## src/rtl/seqdet_sched.sv

```systemverilog
// Word-to-serial pattern detection controller: accepts words over valid/ready,
// shifts them out MSB first and counts matches of a programmable pattern per job.
module seqdet_sched #(
  parameter int WORD_W = 8,
  parameter int PAT_W  = 5,
  parameter int CNT_W  = 8
) (
  input  logic              clk,
  input  logic              rst,
  input  logic              start,
  input  logic [PAT_W-1:0]  cfg_pattern,
  input  logic [2:0]        cfg_len,
  input  logic              cfg_overlap,
  input  logic              in_valid,
  input  logic [WORD_W-1:0] in_data,
  input  logic              in_last,
  output logic              in_ready,
  output logic              x_out,
  output logic              x_vld,
  output logic              z,
  output logic [CNT_W-1:0]  match_cnt,
  output logic              busy,
  output logic              done
);

  localparam int IDX_W  = (WORD_W > 1) ? $clog2(WORD_W) : 1;
  localparam int SEEN_W = $clog2(PAT_W + 1);

  typedef enum logic [1:0] {
    IDLE  = 2'd0,
    LOAD  = 2'd1,
    SHIFT = 2'd2,
    DONE  = 2'd3
  } state_t;

  state_t              state_q, state_d;
  logic [PAT_W-1:0]    pat_q, pat_d;
  logic [2:0]          len_q, len_d;
  logic                ovl_q, ovl_d;
  logic [WORD_W-1:0]   word_q, word_d;
  logic                last_q, last_d;
  logic [IDX_W-1:0]    idx_q, idx_d;
  logic [PAT_W-1:0]    hist_q, hist_d;
  logic [SEEN_W-1:0]   seen_q, seen_d;
  logic [CNT_W-1:0]    cnt_q, cnt_d;
  logic                x_out_q, x_out_d;
  logic                x_vld_q, x_vld_d;
  logic                z_q, z_d;
  logic                done_q, done_d;
  logic                busy_q, busy_d;

  logic [2:0]          len_clamp_s;
  logic                bit_s;
  logic [PAT_W-1:0]    hist_new_s;
  logic [SEEN_W-1:0]   seen_inc_s;
  logic [PAT_W-1:0]    mask_s;
  logic                match_s;
  logic [CNT_W-1:0]    cnt_sat_s;

  // Clamp requested length into 1..PAT_W
  always_comb begin
    len_clamp_s = cfg_len;
    if (cfg_len == 3'd0) begin
      len_clamp_s = 3'd1;
    end else if (32'(cfg_len) > PAT_W) begin
      len_clamp_s = 3'(PAT_W);
    end else begin
      len_clamp_s = cfg_len;
    end
  end

  // Matcher datapath: next history, saturating bit count, compare under length mask
  always_comb begin
    bit_s      = word_q[idx_q];
    hist_new_s = {hist_q[PAT_W-2:0], bit_s};
    if (seen_q == SEEN_W'(PAT_W)) begin
      seen_inc_s = seen_q;
    end else begin
      seen_inc_s = seen_q + SEEN_W'(1);
    end
    for (int i = 0; i < PAT_W; i++) begin
      mask_s[i] = (32'(i) < 32'(len_q));
    end
    match_s = (32'(seen_inc_s) >= 32'(len_q)) &&
              ((hist_new_s & mask_s) == (pat_q & mask_s));
    if (cnt_q == {CNT_W{1'b1}}) begin
      cnt_sat_s = cnt_q;
    end else begin
      cnt_sat_s = cnt_q + CNT_W'(1);
    end
  end

  // Next-state and output logic
  always_comb begin
    state_d = state_q;
    pat_d   = pat_q;
    len_d   = len_q;
    ovl_d   = ovl_q;
    word_d  = word_q;
    last_d  = last_q;
    idx_d   = idx_q;
    hist_d  = hist_q;
    seen_d  = seen_q;
    cnt_d   = cnt_q;
    x_out_d = x_out_q;
    x_vld_d = 1'b0;
    z_d     = 1'b0;

    case (state_q)
      IDLE: begin
        if (start) begin
          pat_d   = cfg_pattern;
          len_d   = len_clamp_s;
          ovl_d   = cfg_overlap;
          cnt_d   = '0;
          hist_d  = '0;
          seen_d  = '0;
          state_d = LOAD;
        end else begin
          state_d = IDLE;
        end
      end
      LOAD: begin
        if (in_valid) begin
          word_d  = in_data;
          last_d  = in_last;
          idx_d   = IDX_W'(WORD_W - 1);
          state_d = SHIFT;
        end else begin
          state_d = LOAD;
        end
      end
      SHIFT: begin
        x_out_d = bit_s;
        x_vld_d = 1'b1;
        hist_d  = hist_new_s;
        z_d     = match_s;
        if (match_s) begin
          cnt_d  = cnt_sat_s;
          // Non-overlapping mode forces a full fresh pattern before the next hit
          seen_d = ovl_q ? seen_inc_s : '0;
        end else begin
          seen_d = seen_inc_s;
        end
        if (idx_q == '0) begin
          state_d = last_q ? DONE : LOAD;
        end else begin
          idx_d   = idx_q - IDX_W'(1);
          state_d = SHIFT;
        end
      end
      DONE: begin
        state_d = IDLE;
      end
      default: begin
        state_d = IDLE;
      end
    endcase

    busy_d = (state_d != IDLE);
    done_d = (state_d == DONE);
  end

  // State, configuration, datapath and output registers
  always_ff @(posedge clk or posedge rst) begin
    if (rst) begin
      state_q <= IDLE;
      pat_q   <= '0;
      len_q   <= 3'd1;
      ovl_q   <= 1'b0;
      word_q  <= '0;
      last_q  <= 1'b0;
      idx_q   <= '0;
      hist_q  <= '0;
      seen_q  <= '0;
      cnt_q   <= '0;
      x_out_q <= 1'b0;
      x_vld_q <= 1'b0;
      z_q     <= 1'b0;
      done_q  <= 1'b0;
      busy_q  <= 1'b0;
    end else begin
      state_q <= state_d;
      pat_q   <= pat_d;
      len_q   <= len_d;
      ovl_q   <= ovl_d;
      word_q  <= word_d;
      last_q  <= last_d;
      idx_q   <= idx_d;
      hist_q  <= hist_d;
      seen_q  <= seen_d;
      cnt_q   <= cnt_d;
      x_out_q <= x_out_d;
      x_vld_q <= x_vld_d;
      z_q     <= z_d;
      done_q  <= done_d;
      busy_q  <= busy_d;
    end
  end

  assign in_ready  = (state_q == LOAD);
  assign x_out     = x_out_q;
  assign x_vld     = x_vld_q;
  assign z         = z_q;
  assign match_cnt = cnt_q;
  assign busy      = busy_q;
  assign done      = done_q;

endmodule

```

## config.mk

```make
export PLATFORM = sky130hd
export DESIGN_NAME = seqdet_sched
export DESIGN_NICKNAME = d
export VERILOG_FILES = /design/src/rtl/seqdet_sched.sv
export SDC_FILE = /design/constraint.sdc
export NUM_CORES = 1
export LEC_CHECK = 0
export BUFFER_PORTS_ARGS = -buffer_cell sky130_fd_sc_hd__buf_2
export CAP_MARGIN = 40
export CORE_ASPECT_RATIO = 1.5
export CORE_UTILIZATION = 27
export DETAILED_ROUTE_END_ITERATION = 8
export PLACE_DENSITY = 0.44
export SKIP_CTS_REPAIR_TIMING = 1
export SYNTH_ARGS = -nofsm -noshare
export SYNTH_HDL_FRONTEND = slang
export SYNTH_SLANG_ARGS = --single-unit
```

## constraint.sdc

```tcl
create_clock -name clk -period 4.1 [get_ports clk]
set_input_delay 0.205 -clock clk [delete_from_list [all_inputs] [get_ports clk]]
set_output_delay 0.205 -clock clk [all_outputs]
set_load 0.01 [all_outputs]
```

==> impl_results.rst, run 1 <==
.. list-table::
   :header-rows: 1

   * - Metric
     - Value
   * - Number of detailed-route iterations in the first pass
     - 4
   * - Initial antenna violation count
     - 0
   * - Post-route fraction of the period consumed by the critical path
     - 0.600
   * - Growth of design area from synthesis to finish
     - 21.6%
   * - Routed len/inst
     - roughly 13 um
   * - Crit path launch type
     - register
   * - Type of destination of the critical path
     - register
   * - DRC violation count after routing
     - 0
   * - Via count
     - between 1500 and 2000
   * - Total Routed Length
     - about 4.6 mm
   * - Reported leakage power
     - between 0.001 and 0.0015 uW
   * - Starting utilization of the core area
     - 0.277
   * - Average footprint of a synthesized cell
     - ~10 um^2
   * - Post-route antenna net violation count
     - 0
   * - Share of the synthesized area in compound gates (AO/OA/AOI/OAI)
     - 0.0862
   * - Number of synthesized flops with an enable pin
     - 0
   * - Run status
     - complete, no violations
   * - Non-Filler Cell Area, Final
     - around 0.0027 mm^2
   * - Number of pins with negative max-slew slack in the final report
     - 0
   * - Cells along the critical path
     - ha_1 > nand2_1 > xnor2_1 > ha_1 > nand2b_1 > a211oi_1 > nor3_1 > a31o_2 > o22ai_1
   * - Family with the most delay on the worst path
     - compound AO/OA/AOI/OAI gates
   * - Cell repeated most along the worst path
     - ha_1
   * - Register bit count reported by yosys
     - 43
   * - Port Buf Inserts
     - 35
   * - Max Fclk
     - around 400 MHz
   * - Clock network latency to the later pin of the worst-skew pair
     - ~280 ps
   * - Net switching fraction of the power
     - 0.368
   * - Max IR drop VDD
     - 0.327 mV
   * - Share of cells above drive strength 1
     - 0.266
   * - Count of fill cells added during filler insertion
     - ~810
   * - Final critical-path required period
     - between 2000 and 2500 ps
   * - Setup violation total in the final timing report
     - 0
   * - Share of flip-flops with an asynchronous set or reset after synthesis
     - 1.00
   * - Die outline area
     - 0.00854 mm^2
   * - Global route total overflow
     - 0
   * - Sequential share of the synthesized area
     - 0.488
   * - Synth Area in XOR/XNOR
     - 0.0357
   * - Root buffer selected by CTS
     - clkbuf_16
   * - Multiplexer share of the synthesized area
     - 0.105
   * - Global-route wire length before repair
     - 7.67 mm
   * - DPL Wire Length
     - 3.35 mm
   * - Area of the placeable core
     - 0.00796 mm^2
   * - Final hold violations
     - 0
   * - Number of H-tree levels
     - 2
   * - Least-Margin Pin Slew
     - around 760 ps
   * - Most frequent cells in the layout
     - dfrtp_1, nand2_1, buf_2
   * - Cell Pwr Density
     - approximately 740 mW/mm^2
   * - First-iteration detailed-routing DRC count
     - 59
   * - Sum of negative setup slack
     - 0 ps
   * - Post-detailed-route via-to-cell ratio
     - between 4 and 5
   * - Arrival @ worst endpoint
     - between 2000 and 3000 ps
   * - Clock group share of total power
     - 0.236
   * - Slowest cell delay on critical path
     - 420 ps
   * - Type of the worst setup path
     - reg2reg
   * - TritonCTS buffer count
     - 5
   * - Synthesis Warnings
     - 0
   * - Overall die width
     - 75.8 um
   * - Slowest cell on the critical path
     - dfrtp_1
   * - Post-synthesis instance area
     - ~0.0022 mm^2
   * - Clock tree buffer depth
     - 2
   * - Total routing resource utilization after global routing
     - 0.122
   * - Vertical extent of the die
     - between 100 and 150 um
   * - CTS tree
     - built
   * - Share of synthesized cell area in and, or, nand and nor gates
     - 0.210
   * - Netlist cell types
     - between 40 and 50
   * - # rows
     - 40
   * - Unrepaired setup endpoints after global routing
     - false
   * - Max-slew headroom
     - 0.493
   * - Number of nets in the layout
     - ~280
   * - Vias in the first global route
     - between 1500 and 2000
   * - Final worst clock skew
     - between 5 and 6 ps
   * - Reg power frac
     - 0.359
   * - Part of the total power dissipated in combinational logic
     - 0.405
   * - Synth Instances
     - approximately 210
   * - Largest fanout on the critical path
     - 5
   * - Critical path required time
     - approximately 4300 ps
   * - Cell Int Power
     - roughly 1300 uW
   * - Synth Net Count
     - 242
   * - Max capacitance violation total
     - 0
   * - Post-placement cell area
     - ~0.0025 mm^2
   * - Worst Path Buf+Inv
     - 0
   * - Hold crit path type
     - in2async
   * - Most common library cell in the layout ignoring fill and taps
     - dfrtp_1
   * - Most used flip-flop cell after synthesis
     - dfrtp_1
   * - Maximum number of pins on one net before global-route repair
     - 44
   * - IO Pins
     - 36
   * - Dominant combinational cell family by area after synthesis
     - simple AND/OR/NAND/NOR gates
   * - Clk pin slew, worst setup/hold paths
     - roughly 60 ps
   * - Dominant cell type by area after synthesis
     - dfrtp_1
   * - Weighted congestion reported at the end of routability-driven placement
     - approximately 0.75
   * - Post-synthesis share of cell area spent on full adders, half adders and majority gates
     - 0.0454
   * - Top cells by area in the synthesized netlist
     - dfrtp_1, nand2_1, mux2_2, ha_1, mux4_1
   * - CTS sink cnt
     - 43
   * - Net switching power
     - 730 uW
   * - Fraction of post-synthesis cell area in the top cell type by area
     - 0.476
   * - Antenna diodes
     - 0
   * - Final core utilization
     - 0.337
[metrics by stage]
| step | power [uW] | hold slack (ps) | std cells | setup WS, ps |
|---|---|---|---|---|
| finish | 1980 | 42.4 | 357 | 1640 |
| detailed placement | 1540 | 388 | 349 | 1650 |
| global placement | 1530 | 387 | 349 | 1690 |
| CTS | 2030 | 85.9 | 357 | 1630 |
| global route | 2150 | 116 | 357 | 1380 |
| floorplan | 1330 | 310 | 212 | 1830 |
[cell usage after synthesis, types with 2 or more instances]
cell type  count
a211o_1        2
a211oi_1       2
a21o_1         3
a21oi_1        5
a32o_1         2
and2_1         3
and3_1         2
clkbuf_1       4
dfrtp_1       42
ha_1           8
inv_1         11
mux2_2         9
mux2i_1        4
mux4_1         2
nand2_1       35
nand2b_1       4
nand3_1        6
nand4_1        5
nor2_1        14
nor2b_1        4
nor3_1         7
o211ai_1       2
o21ai_0        4
o22ai_1        2
or2_2          3
xnor2_1        5
xor2_1         4
[cell families after synthesis]
logic type | Yosys count
AO/OA/AOI/OAI | 26
XOR/XNOR | 9
adder cells (fa/ha/maj) | 8
buffers and inverters | 17
flip-flops | 43
multiplexers | 17
AND/OR/NAND/NOR | 92
[final timing paths]
check                                from      endpoint  slack [ps]  cells after the start
min in group clk           cfg_pattern[4]      pat_q[4]         110                      3
max reg2reg                     seen_q[0]  match_cnt[3]        1640                      9
min                                   rst  match_cnt[1]          40                      3
max                             seen_q[0]  match_cnt[3]        1640                      9
max in group asynchronous             rst     hist_q[3]        3660                      3
min reg2reg                         x_out         x_out         500                      1
[layout make-up]
type                    count  area [um^2]  area share
clock inverters             2         35.0      0.0131
well taps                 105          131      0.0490
clock buffers               6          139      0.0518
repair buffers             37          190      0.0709
multi-input cells         152         1060       0.397
flip-flops and latches     43         1080       0.402
inverters                  12         45.0      0.0168
[flip-flops by register name (all words and copies together), names as in the netlist, 2 cells and up]
| name | count |
|---|---|
| match_cnt | 8 |
| word_q | 8 |
| pat_q | 5 |
| hist_q | 4 |
| idx_q | 3 |
| len_q | 3 |
| seen_q | 3 |
| state_q | 2 |
[power groups by stage]
stage / logic, uW / registers [uW] / clock network, uW
floorplan: 628 / 701 / 0
global placement: 807 / 721 / 0
global route: 909 / 738 / 498
finish: 803 / 713 / 469
detailed placement: 822 / 723 / 0
CTS: 826 / 716 / 485
[per-layer routing]
| metal | up-vias | GRT usage | part of all wire |
|---|---|---|---|
| met5 | - | 0 | 0 |
| met4 | 0 | 0.0556 | 0.022 |
| met3 | 5 | 0.0214 | 0.022 |
| met2 | 26 | 0.201 | 0.52 |
| met1 | 780 | 0.152 | 0.43 |
| li1 | 810 | - | - |
[tightest hold or removal path, stage by stage]
cell and delay [ps]:
buf_2 100, clkinv_1 30, buf_4 450
Note: power is estimated with default switching activity, not from simulation.
==> inputs of run 2 (changes only) <==
clock period = 2.46 ns   (was 4.1 ns; I/O delays follow)
==> impl_results.rst, run 2 (synthesis gave the netlist of run 1 again) <==
.. list-table::
   :header-rows: 1

   * - Metric
     - Value
   * - Setup violation total in the final timing report
     - 0 (unchanged)
   * - Die outline area
     - 0.00854 mm^2 (unchanged)
   * - Sum of negative setup slack
     - 0 ps (unchanged)
   * - Starting utilization of the core area
     - 0.277 (unchanged)
   * - Critical path required time
     - 2660 ps (-1640 ps)
   * - Final worst clock skew
     - 8.10 ps (+2.28 ps)
   * - Most frequent cells in the layout
     - dfrtp_1, nand2_1, buf_2
   * - Area of the placeable core
     - 0.00796 mm^2 (unchanged)
   * - Maximum number of pins on one net before global-route repair
     - 44 (unchanged)
   * - Largest fanout on the critical path
     - 6 (+1)
   * - Post-placement cell area
     - 0.00252 mm^2 (+0.60%)
   * - Reg2reg path depth
     - 10 (+1)
   * - Weighted congestion reported at the end of routability-driven placement
     - 0.760 (+1.6%)
   * - Initial antenna violation count
     - 0 (unchanged)
   * - Global route total overflow
     - 0 (unchanged)
   * - Number of H-tree levels
     - 2 (unchanged)
   * - Global-route wire length before repair
     - 7.69 mm (+0.27%)
   * - Most common library cell in the layout ignoring fill and taps
     - dfrtp_1
   * - Post-detailed-route via-to-cell ratio
     - 4.65 (+2.3%)
   * - CTS tree
     - built
   * - Hold crit path type
     - in2async
   * - Max-slew headroom
     - 0.455 (-0.0376)
   * - Via count
     - 1663 (+2.6%)
   * - Fin cells
     - 358 (+0.28%)
   * - Crit path launch type
     - register
   * - Post-route antenna net violation count
     - 0 (unchanged)
   * - Type of the worst setup path
     - reg2reg
   * - CTS sink cnt
     - 43 (unchanged)
   * - Dpl cells
     - 351 (+0.57%)
   * - Final core utilization
     - 0.339 (+0.00157)
   * - Number of pins with negative max-slew slack in the final report
     - 0 (unchanged)
   * - Growth of design area from synthesis to finish
     - 22.1%
   * - Share of cells above drive strength 1
     - 0.273 (+0.00685)
   * - Reported leakage power
     - 0.00132 uW (+0.70%)
   * - Max IR drop VDD
     - 0.456 mV (+39%)
   * - Reg-to-reg critical path startpoint
     - seen_q[0]
   * - Total Routed Length
     - 4.64 mm (+0.15%)
   * - Clock network latency to the later pin of the worst-skew pair
     - 280 ps (about the same)
   * - Final critical-path required period
     - 2310 ps (-148 ps)
   * - Non-Filler Cell Area, Final
     - 0.00269 mm^2 (+0.47%)
   * - TritonCTS buffer count
     - 5 (unchanged)
   * - Vias in the first global route
     - 1638 (+6.0%)
   * - Hold slack
     - -30.6 ps (-73.1 ps)
   * - Violations in the final reports
     - hold timing
   * - Cell Pwr Density
     - 1220 mW/mm^2 (+65%)
   * - Antenna diodes
     - 0 (unchanged)
   * - Vertical extent of the die
     - 113 um (unchanged)
   * - Routed len/inst
     - 13.0 um (-0.13%)
   * - Count of fill cells added during filler insertion
     - 829 (+2.2%)
   * - Run status
     - finished, violations left
   * - Clk pin slew, worst setup/hold paths
     - 60 ps (about the same)
   * - Least-Margin Pin Slew
     - 817 ps (+56.4 ps)
   * - Arrival @ worst endpoint
     - 2510 ps (-150 ps)
   * - IO Pins
     - 36 (unchanged)
   * - Clock tree buffer depth
     - 2 (unchanged)
   * - Port Buf Inserts
     - 35 (unchanged)
   * - Post-route fraction of the period consumed by the critical path
     - 0.940 (+0.340)
   * - Overall die width
     - 75.8 um (unchanged)
   * - Worst reg2reg path endpoint
     - match_cnt[7]
   * - Max Fclk
     - 433 MHz (+6.4%)
   * - Total routing resource utilization after global routing
     - 0.119 (-0.00310)
   * - DRC violation count after routing
     - 0 (unchanged)
   * - Number of nets in the layout
     - 283 (+0.71%)
   * - R2R setup slack
     - 150 ps (-1490 ps)
   * - Max capacitance violation total
     - 0 (unchanged)
   * - Root buffer selected by CTS
     - clkbuf_16
   * - Number of detailed-route iterations in the first pass
     - 4 (unchanged)
   * - Final hold violations
     - 42 (+42)
   * - First-iteration detailed-routing DRC count
     - 50 (-15%)
   * - Type of destination of the critical path
     - register
   * - DPL Wire Length
     - 3.38 mm (+0.97%)
   * - # rows
     - 40 (unchanged)
run 2: cell types whose count changed in the layout (fill, tap and decap cells not counted), sizes merged:
cell,change
buf,+2
clkinv,-1
run 2: how the worst max path moves through the flow:
stage               startpoint           end  cells past startpoint
floorplan            seen_q[0]  match_cnt[2]                      9
global placement     seen_q[1]  match_cnt[2]                     10
detailed placement   seen_q[1]  match_cnt[7]                     11
CTS                  seen_q[1]  match_cnt[7]                     11
global route         seen_q[0]  match_cnt[7]                     10
finish               seen_q[0]  match_cnt[7]                     10
run 2: area by class of cell:
class | count | area, um^2 | share of cell area
Sequential cell | 43 | 1080 | 0.400
Multi-Input combinational cell | 152 | 1080 | 0.399
Timing Repair Buffer | 39 | 205 | 0.0762
Tap cell | 105 | 131 | 0.0488
Clock buffer | 6 | 129 | 0.0478
Inverter | 12 | 45.0 | 0.0167
Clock inverter | 1 | 30.0 | 0.0111
run 2: metrics by stage:
| step | total power, uW | worst slack (ps) |
|---|---|---|
| 2_1_floorplan | 2220 | 191 |
| 3_3_place_gp | 2570 | 150 |
| 3_5_place_dp | 2580 | 79.8 |
| 4_1_cts | 3340 | 58.2 |
| 5_1_grt | 3560 | -5.78 |
| 6_report | 3300 | 149 |
run 2: worst max-delay path, stage by stage, from the launching register on:
cell      delay [ps]
dfrtp_1          440
ha_1             240
nand2_1          160
xnor2_2          140
ha_1             240
nand2b_1         150
a211oi_2         280
nor3_1           110
buf_4            160
nand3_4          120
mux2i_1          200
run 2: power breakdown:
part	leakage, uW	internal, uW	total, uW	switching (uW)
Combinational	0.000698	636	1370	732
Clock	0.0000769	474	736	262
Sequential	0.000543	984	1190	209
run 2: per-layer routing:
metal  up-vias  part of all wire  global-route usage
met5         -                 0                   0
li1        814                 -                   -
met1       819              0.43               0.136
met2        23              0.53               0.214
met3         7             0.023              0.0187
met4         0             0.015              0.0444
==> inputs of run 3 (changes only) <==
CELL_PAD_IN_SITES_DETAIL_PLACEMENT = 1   (was not set)
CELL_PAD_IN_SITES_GLOBAL_PLACEMENT = 2   (was not set)
PLACE_DENSITY = 0.63   (was 0.44)
==> impl_results.rst, run 3 (synthesis gave the netlist of run 1 again) <==
.. list-table::
   :header-rows: 1

   * - Metric
     - Value
   * - Max IR drop VDD
     - 0.468 mV (+2.6%)
   * - Run status
     - complete, no violations
   * - Most common library cell in the layout ignoring fill and taps
     - dfrtp_1
   * - Arrival @ worst endpoint
     - 2520 ps (about the same)
   * - CTS tree
     - built
   * - Fin cells
     - 361 (+0.84%)
   * - Cell repeated most along the worst path
     - ha_1
   * - Starting utilization of the core area
     - 0.277 (unchanged)
   * - Number of H-tree levels
     - 2 (unchanged)
   * - Type of the worst setup path
     - reg2reg
   * - Global-route wire length before repair
     - 8.48 mm (+10%)
   * - Final hold violations
     - 0 (-100%)
   * - Final core utilization
     - 0.340 (+0.00173)
   * - Die outline area
     - 0.00854 mm^2 (unchanged)
   * - Total Routed Length
     - 5.04 mm (+8.8%)
   * - IO Pins
     - 36 (unchanged)
   * - Dpl cells
     - 352 (+0.28%)
   * - Growth of design area from synthesis to finish
     - 22.7%
   * - Post-route fraction of the period consumed by the critical path
     - 0.943 (+0.00388)
   * - Cell Pwr Density
     - 1220 mW/mm^2 (-0.23%)
   * - Routed len/inst
     - 14.0 um (+7.9%)
   * - Via count
     - 1653 (-0.60%)
   * - Largest fanout on the critical path
     - 5 (-1)
   * - Area of the placeable core
     - 0.00796 mm^2 (unchanged)
   * - Cells along the critical path
     - ha_1 > nand2_1 > xnor2_2 > ha_1 > nand2b_1 > a211oi_2 > nor3_1 > a31o_2 > o211ai_1
   * - Clk pin slew, worst setup/hold paths
     - 60 ps (about the same)
   * - Max-slew headroom
     - 0.487 (+0.0317)
   * - Clock tree buffer depth
     - 2 (unchanged)
   * - Reported leakage power
     - 0.00132 uW (+0.51%)
   * - Post-placement cell area
     - 0.00253 mm^2 (+0.30%)
   * - Most frequent cells in the layout
     - dfrtp_1, nand2_1, buf_2
   * - Pre-CTS setup slack
     - 71.7 ps (-8.16 ps)
   * - Hold crit path type
     - in2reg
   * - Overall die width
     - 75.8 um (unchanged)
   * - Post-detailed-route via-to-cell ratio
     - 4.58 (-1.4%)
   * - Final critical-path required period
     - 2320 ps (+9.55 ps)
   * - Maximum number of pins on one net before global-route repair
     - 22 (-50%)
   * - Weighted congestion reported at the end of routability-driven placement
     - 0.705 (-7.1%)
   * - Design Power
     - 3310 uW (+0.28%)
   * - Global route total overflow
     - 0 (unchanged)
   * - Vertical extent of the die
     - 113 um (unchanged)
   * - Slowest cell on the critical path
     - dfrtp_1
   * - Least-Margin Pin Slew
     - 769 ps (-47.5 ps)
   * - Number of detailed-route iterations in the first pass
     - 4 (unchanged)
   * - TritonCTS buffer count
     - 5 (unchanged)
   * - Number of nets in the layout
     - 285 (+0.71%)
   * - DRC violation count after routing
     - 0 (unchanged)
   * - Non-Filler Cell Area, Final
     - 0.00271 mm^2 (+0.51%)
   * - Max Fclk
     - 431 MHz (-0.41%)
   * - Global-route track usage on met3
     - 0.0187 (unchanged)
   * - Final worst clock skew
     - 8.40 ps (+0.303 ps)
   * - Antenna diodes
     - 0 (unchanged)
   * - Share of cells above drive strength 1
     - 0.281 (+0.00852)
   * - Initial antenna violation count
     - 0 (unchanged)
   * - Type of destination of the critical path
     - register
   * - Setup violation total in the final timing report
     - 0 (unchanged)
   * - Port Buf Inserts
     - 35 (unchanged)
   * - Total routing resource utilization after global routing
     - 0.133 (+0.0142)
   * - Met2 Track Usage GR
     - 0.224 (+0.00944)
   * - Number of pins with negative max-slew slack in the final report
     - 0 (unchanged)
   * - CTS sink cnt
     - 43 (unchanged)
   * - Critical path required time
     - 2660 ps (about the same)
   * - Post-route antenna net violation count
     - 0 (unchanged)
   * - Vias in the first global route
     - 1762 (+7.6%)
   * - GRT met1 Usage
     - 0.167 (+0.0306)
   * - # rows
     - 40 (unchanged)
   * - First-iteration detailed-routing DRC count
     - 51 (+2.0%)
   * - Clock network latency to the later pin of the worst-skew pair
     - 280 ps (about the same)
   * - Most used routing layer in global routing
     - met2
   * - Crit path setup slack, layout
     - 139 ps (-9.55 ps)
   * - Root buffer selected by CTS
     - clkbuf_16
   * - DPL Wire Length
     - 3.85 mm (+14%)
   * - Slowest cell delay on critical path
     - 430 ps (about the same)
   * - Crit path launch type
     - register
   * - Max capacitance violation total
     - 0 (unchanged)
run 3: changes by cell type in the layout (fill, tap and decap cells not counted), sizes merged:
cell	delta
buf	+1
bufinv	-1
clkbuf	+1
clkinv	+1
dlygate4sd3	+1
run 3: routing by layer:
layer	routed length, um	up-vias
met3	121	5
met1	2220	802
met4	82	0
met2	2620	27
li1	-	819
met5	0	-
run 3: power by group:
group	switching (uW)	leakage (uW)	internal (uW)
clock	266	0.0000741	406
combinational	776	0.000708	661
sequential	213	0.000543	984
run 3: metrics by stage:
step                      setup TNS (ps)  hold slack [ps]
after floorplan                        0              228
after global placement                 0             78.4
after detailed placement               0             80.5
after CTS                              0             -227
after global routing               -8.23             31.6
final                                  0             26.0
run 3: worst paths after layout:
check / slack, ps / from / endpoint / depth (start not counted)
max in group asynchronous: 1560 / rst / match_cnt[5] / 4
min: 30 / cfg_pattern[4] / pat_q[4] / 3
min in group asynchronous: 320 / rst / last_q / 3
min reg2reg: 480 / x_out / x_out / 1
max reg2reg: 140 / seen_q[0] / match_cnt[2] / 9
max: 140 / seen_q[0] / match_cnt[2] / 9
run 3: layout make-up:
cell class                 count  area [um^2]
clock buffer                   7          143
clock inverter                 1         8.76
fill                         919         5250
inverter                      12         45.0
multi-input combinational    152         1080
sequential                    43         1080
tap                          105          131
timing repair buffer          41          223
run 3: critical path, delay by kind of cell (launching register included):
family                   cells  cell delay (ps)
adder cells (fa/ha/maj)      2              480
XOR/XNOR                     1              140
AO/OA/AOI/OAI                3              750
AND/OR/NAND/NOR              3              430
flip-flops                   1              430
